## src/rtl/ttl_scan_sequencer.sv

```systemverilog
// ttl_scan_sequencer: per-block select sequencer feeding a dual 2-to-4
// decoder. Each block walks its address through 0..WIDTH_OUT-1, holding
// each address for DWELL enabled cycles and blanking the enable for BLANK
// cycles between addresses, so address changes never reach enabled outputs.
module ttl_scan_sequencer #(
  parameter int BLOCKS     = 2,
  parameter int WIDTH_OUT  = 4,
  parameter int WIDTH_IN   = $clog2(WIDTH_OUT),
  parameter int DWELL      = 4,
  parameter int BLANK      = 1,
  parameter int DELAY_RISE = 0,
  parameter int DELAY_FALL = 0
) (
  input  logic                         Clk,
  input  logic                         Clear,
  input  logic [BLOCKS-1:0]            Run,
  input  logic [BLOCKS-1:0]            Load,
  input  logic [BLOCKS-1:0]            Down,
  input  logic [WIDTH_IN*BLOCKS-1:0]   D_2D,
  output logic [WIDTH_IN*BLOCKS-1:0]   A_2D,
  output logic [BLOCKS-1:0]            Enable_bar,
  output logic [BLOCKS-1:0]            TC
);

  // Phase counter only ever needs to reach the longer of dwell and blank.
  localparam int PHASE_MAX = (DWELL > BLANK) ? DWELL : BLANK;
  localparam int PW        = $clog2(PHASE_MAX + 1);

  localparam logic [PW-1:0]       DWELL_LAST = PW'(DWELL - 1);
  localparam logic [PW-1:0]       BLANK_LAST = PW'((BLANK > 0) ? BLANK - 1 : 0);
  localparam logic [WIDTH_IN-1:0] LAST_ADDR  = WIDTH_IN'(WIDTH_OUT - 1);
  localparam logic [WIDTH_IN:0]   ADDR_LIMIT = (WIDTH_IN + 1)'(WIDTH_OUT);

  // Output delays are a board-level timing notion; the registered outputs
  // here change directly on the clock edge. Only their legality is checked.
  if (DELAY_RISE < 0 || DELAY_FALL < 0) begin : g_bad_delay
    $error("ttl_scan_sequencer: DELAY_RISE/DELAY_FALL must be non-negative");
  end
  if (WIDTH_OUT < 2 || DWELL < 1 || BLANK < 0) begin : g_bad_shape
    $error("ttl_scan_sequencer: need WIDTH_OUT>=2, DWELL>=1, BLANK>=0");
  end

  typedef enum logic [1:0] {IDLE, DRIVE, GAP} state_t;

  for (genvar i = 0; i < BLOCKS; i++) begin : g_block
    state_t              state;
    logic [PW-1:0]       phase;
    logic [WIDTH_IN-1:0] addr;
    logic [WIDTH_IN-1:0] d_val;
    logic [WIDTH_IN-1:0] load_val;
    logic [WIDTH_IN-1:0] next_addr;
    logic                wraps;
    logic                en_bar;
    logic                tc;

    assign d_val    = D_2D[WIDTH_IN*i +: WIDTH_IN];
    assign load_val = ({1'b0, d_val} >= ADDR_LIMIT) ? '0 : d_val;

    // Next address in the selected direction, wrapping at the range ends.
    always_comb begin
      next_addr = addr;
      wraps     = 1'b0;
      if (Down[i]) begin
        wraps     = (addr == '0);
        next_addr = wraps ? LAST_ADDR : addr - 1'b1;
      end else begin
        wraps     = (addr == LAST_ADDR);
        next_addr = wraps ? '0 : addr + 1'b1;
      end
    end

    // Per-block scan FSM; enable and TC are registered alongside the state.
    always_ff @(posedge Clk) begin
      if (Clear) begin
        state  <= IDLE;
        phase  <= '0;
        addr   <= '0;
        en_bar <= 1'b1;
        tc     <= 1'b0;
      end else if (Load[i]) begin
        state  <= IDLE;
        phase  <= '0;
        addr   <= load_val;
        en_bar <= 1'b1;
        tc     <= 1'b0;
      end else begin
        tc <= 1'b0;
        case (state)
          IDLE: begin
            if (Run[i]) begin
              state  <= DRIVE;
              phase  <= '0;
              en_bar <= 1'b0;
            end
          end
          DRIVE: begin
            if (phase == DWELL_LAST) begin
              addr  <= next_addr;
              tc    <= wraps;
              phase <= '0;
              if (BLANK > 0) begin
                state  <= GAP;
                en_bar <= 1'b1;
              end else if (Run[i]) begin
                state  <= DRIVE;
                en_bar <= 1'b0;
              end else begin
                state  <= IDLE;
                en_bar <= 1'b1;
              end
            end else begin
              phase <= phase + 1'b1;
            end
          end
          GAP: begin
            if (phase == BLANK_LAST) begin
              phase <= '0;
              if (Run[i]) begin
                state  <= DRIVE;
                en_bar <= 1'b0;
              end else begin
                state  <= IDLE;
                en_bar <= 1'b1;
              end
            end else begin
              phase <= phase + 1'b1;
            end
          end
          default: begin
            state  <= IDLE;
            phase  <= '0;
            en_bar <= 1'b1;
          end
        endcase
      end
    end

    assign A_2D[WIDTH_IN*i +: WIDTH_IN] = addr;
    assign Enable_bar[i]                = en_bar;
    assign TC[i]                        = tc;
  end

endmodule

```

## config.mk

```make
export PLATFORM = sky130hd
export DESIGN_NAME = ttl_scan_sequencer
export DESIGN_NICKNAME = d
export VERILOG_FILES = /design/src/rtl/ttl_scan_sequencer.sv
export SDC_FILE = /design/constraint.sdc
export NUM_CORES = 1
export LEC_CHECK = 0
export ABC_AREA = 1
export BUFFER_PORTS_ARGS = -buffer_cell sky130_fd_sc_hd__buf_4
export CORE_MARGIN = 2
export CORE_UTILIZATION = 38
export DETAILED_ROUTE_END_ITERATION = 10
export REMOVE_ABC_BUFFERS = 1
export SLEW_MARGIN = 20
export SYNTH_ARGS = -nofsm -noshare
export SYNTH_HDL_FRONTEND = slang
export SYNTH_SLANG_ARGS = --single-unit
export TNS_END_PERCENT = 100
```

## constraint.sdc

```tcl
create_clock -name Clk -period 3.1 [get_ports Clk]
set_input_delay 0.31 -clock Clk [delete_from_list [all_inputs] [get_ports Clk]]
set_output_delay 0.31 -clock Clk [all_outputs]
set_load 0.03 [all_outputs]
```

==> results by group <==
Route
  – Via count: 1086
  – Vias/cell: 4.28
  – DR DRC count: 0
  – Detailed Routing Iterations Pass 1: 4
  – DRT Wirelength: 2340 um
  – Drt wl/cell: 9.20 um
  – Post-route ant nets: 0
  – Drt first-iter violations: 35

Critical path
  – Flop2flop setup slack: 1.80 ns
  – Slowest library cell on the worst path: dfxtp_1
  – Worst reg2reg path depth: 7
  – Worst Setup Path Type: register to register
  – FF-to-FF Start: g_block[0].state[1]
  – Setup crit start kind: register
  – Most used cell, CP: nor2_1
  – Worst-path maximum fanout: 5
  – Arrival time worst endpoint: 1.52 ns
  – CP Data Required Time: 3.32 ns
  – Crit path buf inv count: 1
  – CP Capture Type: register
  – Worst path cell trace: inv_1 > ha_1 > or2_1 > nand2_2 > nor2_1 > nor2_1 > nor2_1
  – Reg2reg end: g_block[0].addr[0]
  – CP top delay family: simple AND/OR/NAND/NOR gates
  – Crit-path max cell delay: 0.38 ns

Clock tree
  – CTS H-Tree Depth: 1
  – CTS tree: done
  – Clock tree buffer depth: 2
  – Postcts setup bufs: 0
  – # hold bufs at CTS: 0
  – Cts bufs inserted: 3
  – Clock sinks: 18
  – Worst-skew pair later-pin latency: 0.31 ns
  – Root Buffer: clkbuf_4
  – PostCTS Resize Cnt: 0
  – Clock-pin slew on the worst setup and hold paths: 0.11 ns

Final layout
  – Most common cell after layout, fill and taps aside: nand2_1
  – Area Overhead vs Synth: 15.6%
  – Fraction of layout cells with a size suffix above 1: 23.6%
  – Commonest cells after routing, fill and taps aside: nand2_1 (50), inv_1 (25), ha_1 (20)
  – Final core occ: 45.9%
  – Final net count: 241
  – Antenna diodes: 0

Global route
  – First-pass GRT wire length: 4350 um
  – Vias in the first global route: 1032
  – Initial antenna violation count: 0
  – Largest net degree at the start of global routing: 11
  – Global-route usage over all layers: 13.4%
  – GRT overflow: 0

Synth
  – Cell count after synthesis: 189
  – Avg Cell Area, Syn: 7.01 um^2
  – Synthesis warning total: 0
  – Seq/Total Area, Yosys: 27.2%
  – Synthesized cell area: 1330 um^2
  – Post-synthesis register bit count: 18
  – Post-synth cell types: 19

Floorplanning
  – Die width: 63.1 um
  – Chip Height: 63.1 um
  – Initial Utilization: 39.7%
  – I/O pins: 20
  – Core Region: 3340 um^2
  – Die ar.: 3980 um^2
  – Cell Rows: 21

Power
  – Sequential power share: 46.8%
  – Gate power share: 24.5%
  – Clock power frac: 28.7%
  – Leak Pwr: 0.785 nW
  – Internal Pwr Total: 0.365 mW
  – Peak supply drop: 0.191 mV
  – Switch share: 31.5%
  – Power Dens Cells: 348 nW/um^2
  – Switch Pwr: 0.168 mW

Hold path
  – Hold WC Path Type: input pin to register
  – Hold path depth: 2
  – Worst Min Path Start: Clear
  – Hold worst-path end: g_block[0].addr[0]

Timing
  – Fin crit period: 1.30 ns
  – Unrepaired setup endpoints after global routing: no
  – Max-slew headroom: 82.5%
  – Max Clk Rate: 768 MHz
  – Tightest Pin Transition: 0.263 ns
  – Period utilization: 42.0%
  – Setup Viol. Count Final: 0
  – Fin. Hold Viols: 0
  – Worst Skew: 0.00521 ns
  – Final slew viol count: 0
  – Setup TNS: 0 ns

Placed design
  – GPL Wtd Cong: 0.774
  – Post-DP HPWL: 1880 um
  – Port Buf Inserts: 19

Outcome
  – Status: finished, final reports clean

Flow run
  – Max-cap viol count: 0
layout make-up:
type | count | area, um^2
inverter | 33 | 124
clock buffer | 4 | 36.3
multi-input combinational | 134 | 811
tap | 46 | 57.6
sequential | 18 | 360
fill | 361 | 1810
timing repair buffer | 19 | 143
logic make-up after synthesis:
logic type               Yosys count  share of synthesized area (%)
AND/OR/NAND/NOR                  101                           36.0
AO/OA/AOI/OAI                     12                           5.67
XOR/XNOR                           1                          0.661
flip-flops                        18                           27.2
buffers and inverters             37                           11.6
adder cells (fa/ha/maj)           20                           18.9
layer usage:
metal | up-vias | share of wire (%) | GRT usage, %
li1 | 616 | - | -
met4 | 0 | 1.5 | 5.00
met3 | 5 | 3.6 | 3.39
met2 | 12 | 44 | 22.1
met1 | 453 | 51 | 16.9
met5 | - | 0 | 0
cells in the mapped netlist:
master	n	share of area, %
a211oi_2	2	1.9
a21oi_1	8	3.0
buf_4	4	2.3
dfxtp_1	18	27
ha_1	20	19
inv_1	25	7.1
inv_2	8	2.3
nand2_1	50	14
nand2_2	9	4.2
nand3_1	13	4.9
nand3_2	2	1.5
nand3b_4	1	1.5
nand4_1	3	1.4
nor2_1	18	5.1
nor2_2	2	0.94
nor2_4	2	1.7
o21ai_0	2	0.76
or2_1	1	0.47
xor2_1	1	0.66
how the worst max path moves through the flow:
stage                           to  slack [ns]  cells past startpoint                 from
6_report        g_block[0].addr[0]        1.80                      7  g_block[0].state[1]
5_1_grt        g_block[1].phase[2]        1.65                      8  g_block[1].phase[1]
4_1_cts         g_block[0].addr[0]        1.79                      7  g_block[0].state[1]
3_5_place_dp    g_block[0].addr[0]        1.81                      7  g_block[0].state[1]
3_3_place_gp    g_block[0].addr[0]        1.80                      7  g_block[0].state[1]
2_1_floorplan   g_block[0].addr[1]        1.74                      7   g_block[0].addr[0]
through the flow:
stage / worst slack (ns) / area (um^2) / hold WS [ns] / instances / power [mW]
5_1_grt: 1.65 / 1530 / 0.198 / 254 / 0.571
3_3_place_gp: 1.80 / 1500 / 0.451 / 250 / 0.386
3_5_place_dp: 1.81 / 1500 / 0.454 / 250 / 0.386
4_1_cts: 1.79 / 1530 / 0.194 / 254 / 0.544
6_report: 1.80 / 1530 / 0.204 / 254 / 0.532
2_1_floorplan: 1.74 / 1290 / 0.379 / 185 / 0.346
power groups by stage:
| stage | Clock, mW | Sequential (mW) | Combinational [mW] |
|---|---|---|---|
| 3_3_place_gp | 0 | 0.255 | 0.132 |
| 2_1_floorplan | 0 | 0.264 | 0.0815 |
| 6_report | 0.153 | 0.249 | 0.130 |
| 4_1_cts | 0.162 | 0.249 | 0.132 |
| 3_5_place_dp | 0 | 0.255 | 0.132 |
| 5_1_grt | 0.169 | 0.251 | 0.151 |
state kept, by name, summed over array words and instances (netlist names):
name,cells
g_block.state,4
g_block.en_bar,2
g_block.addr,4
g_block.tc,2
g_block.phase,6
Note: power is estimated with default switching activity, not from simulation.
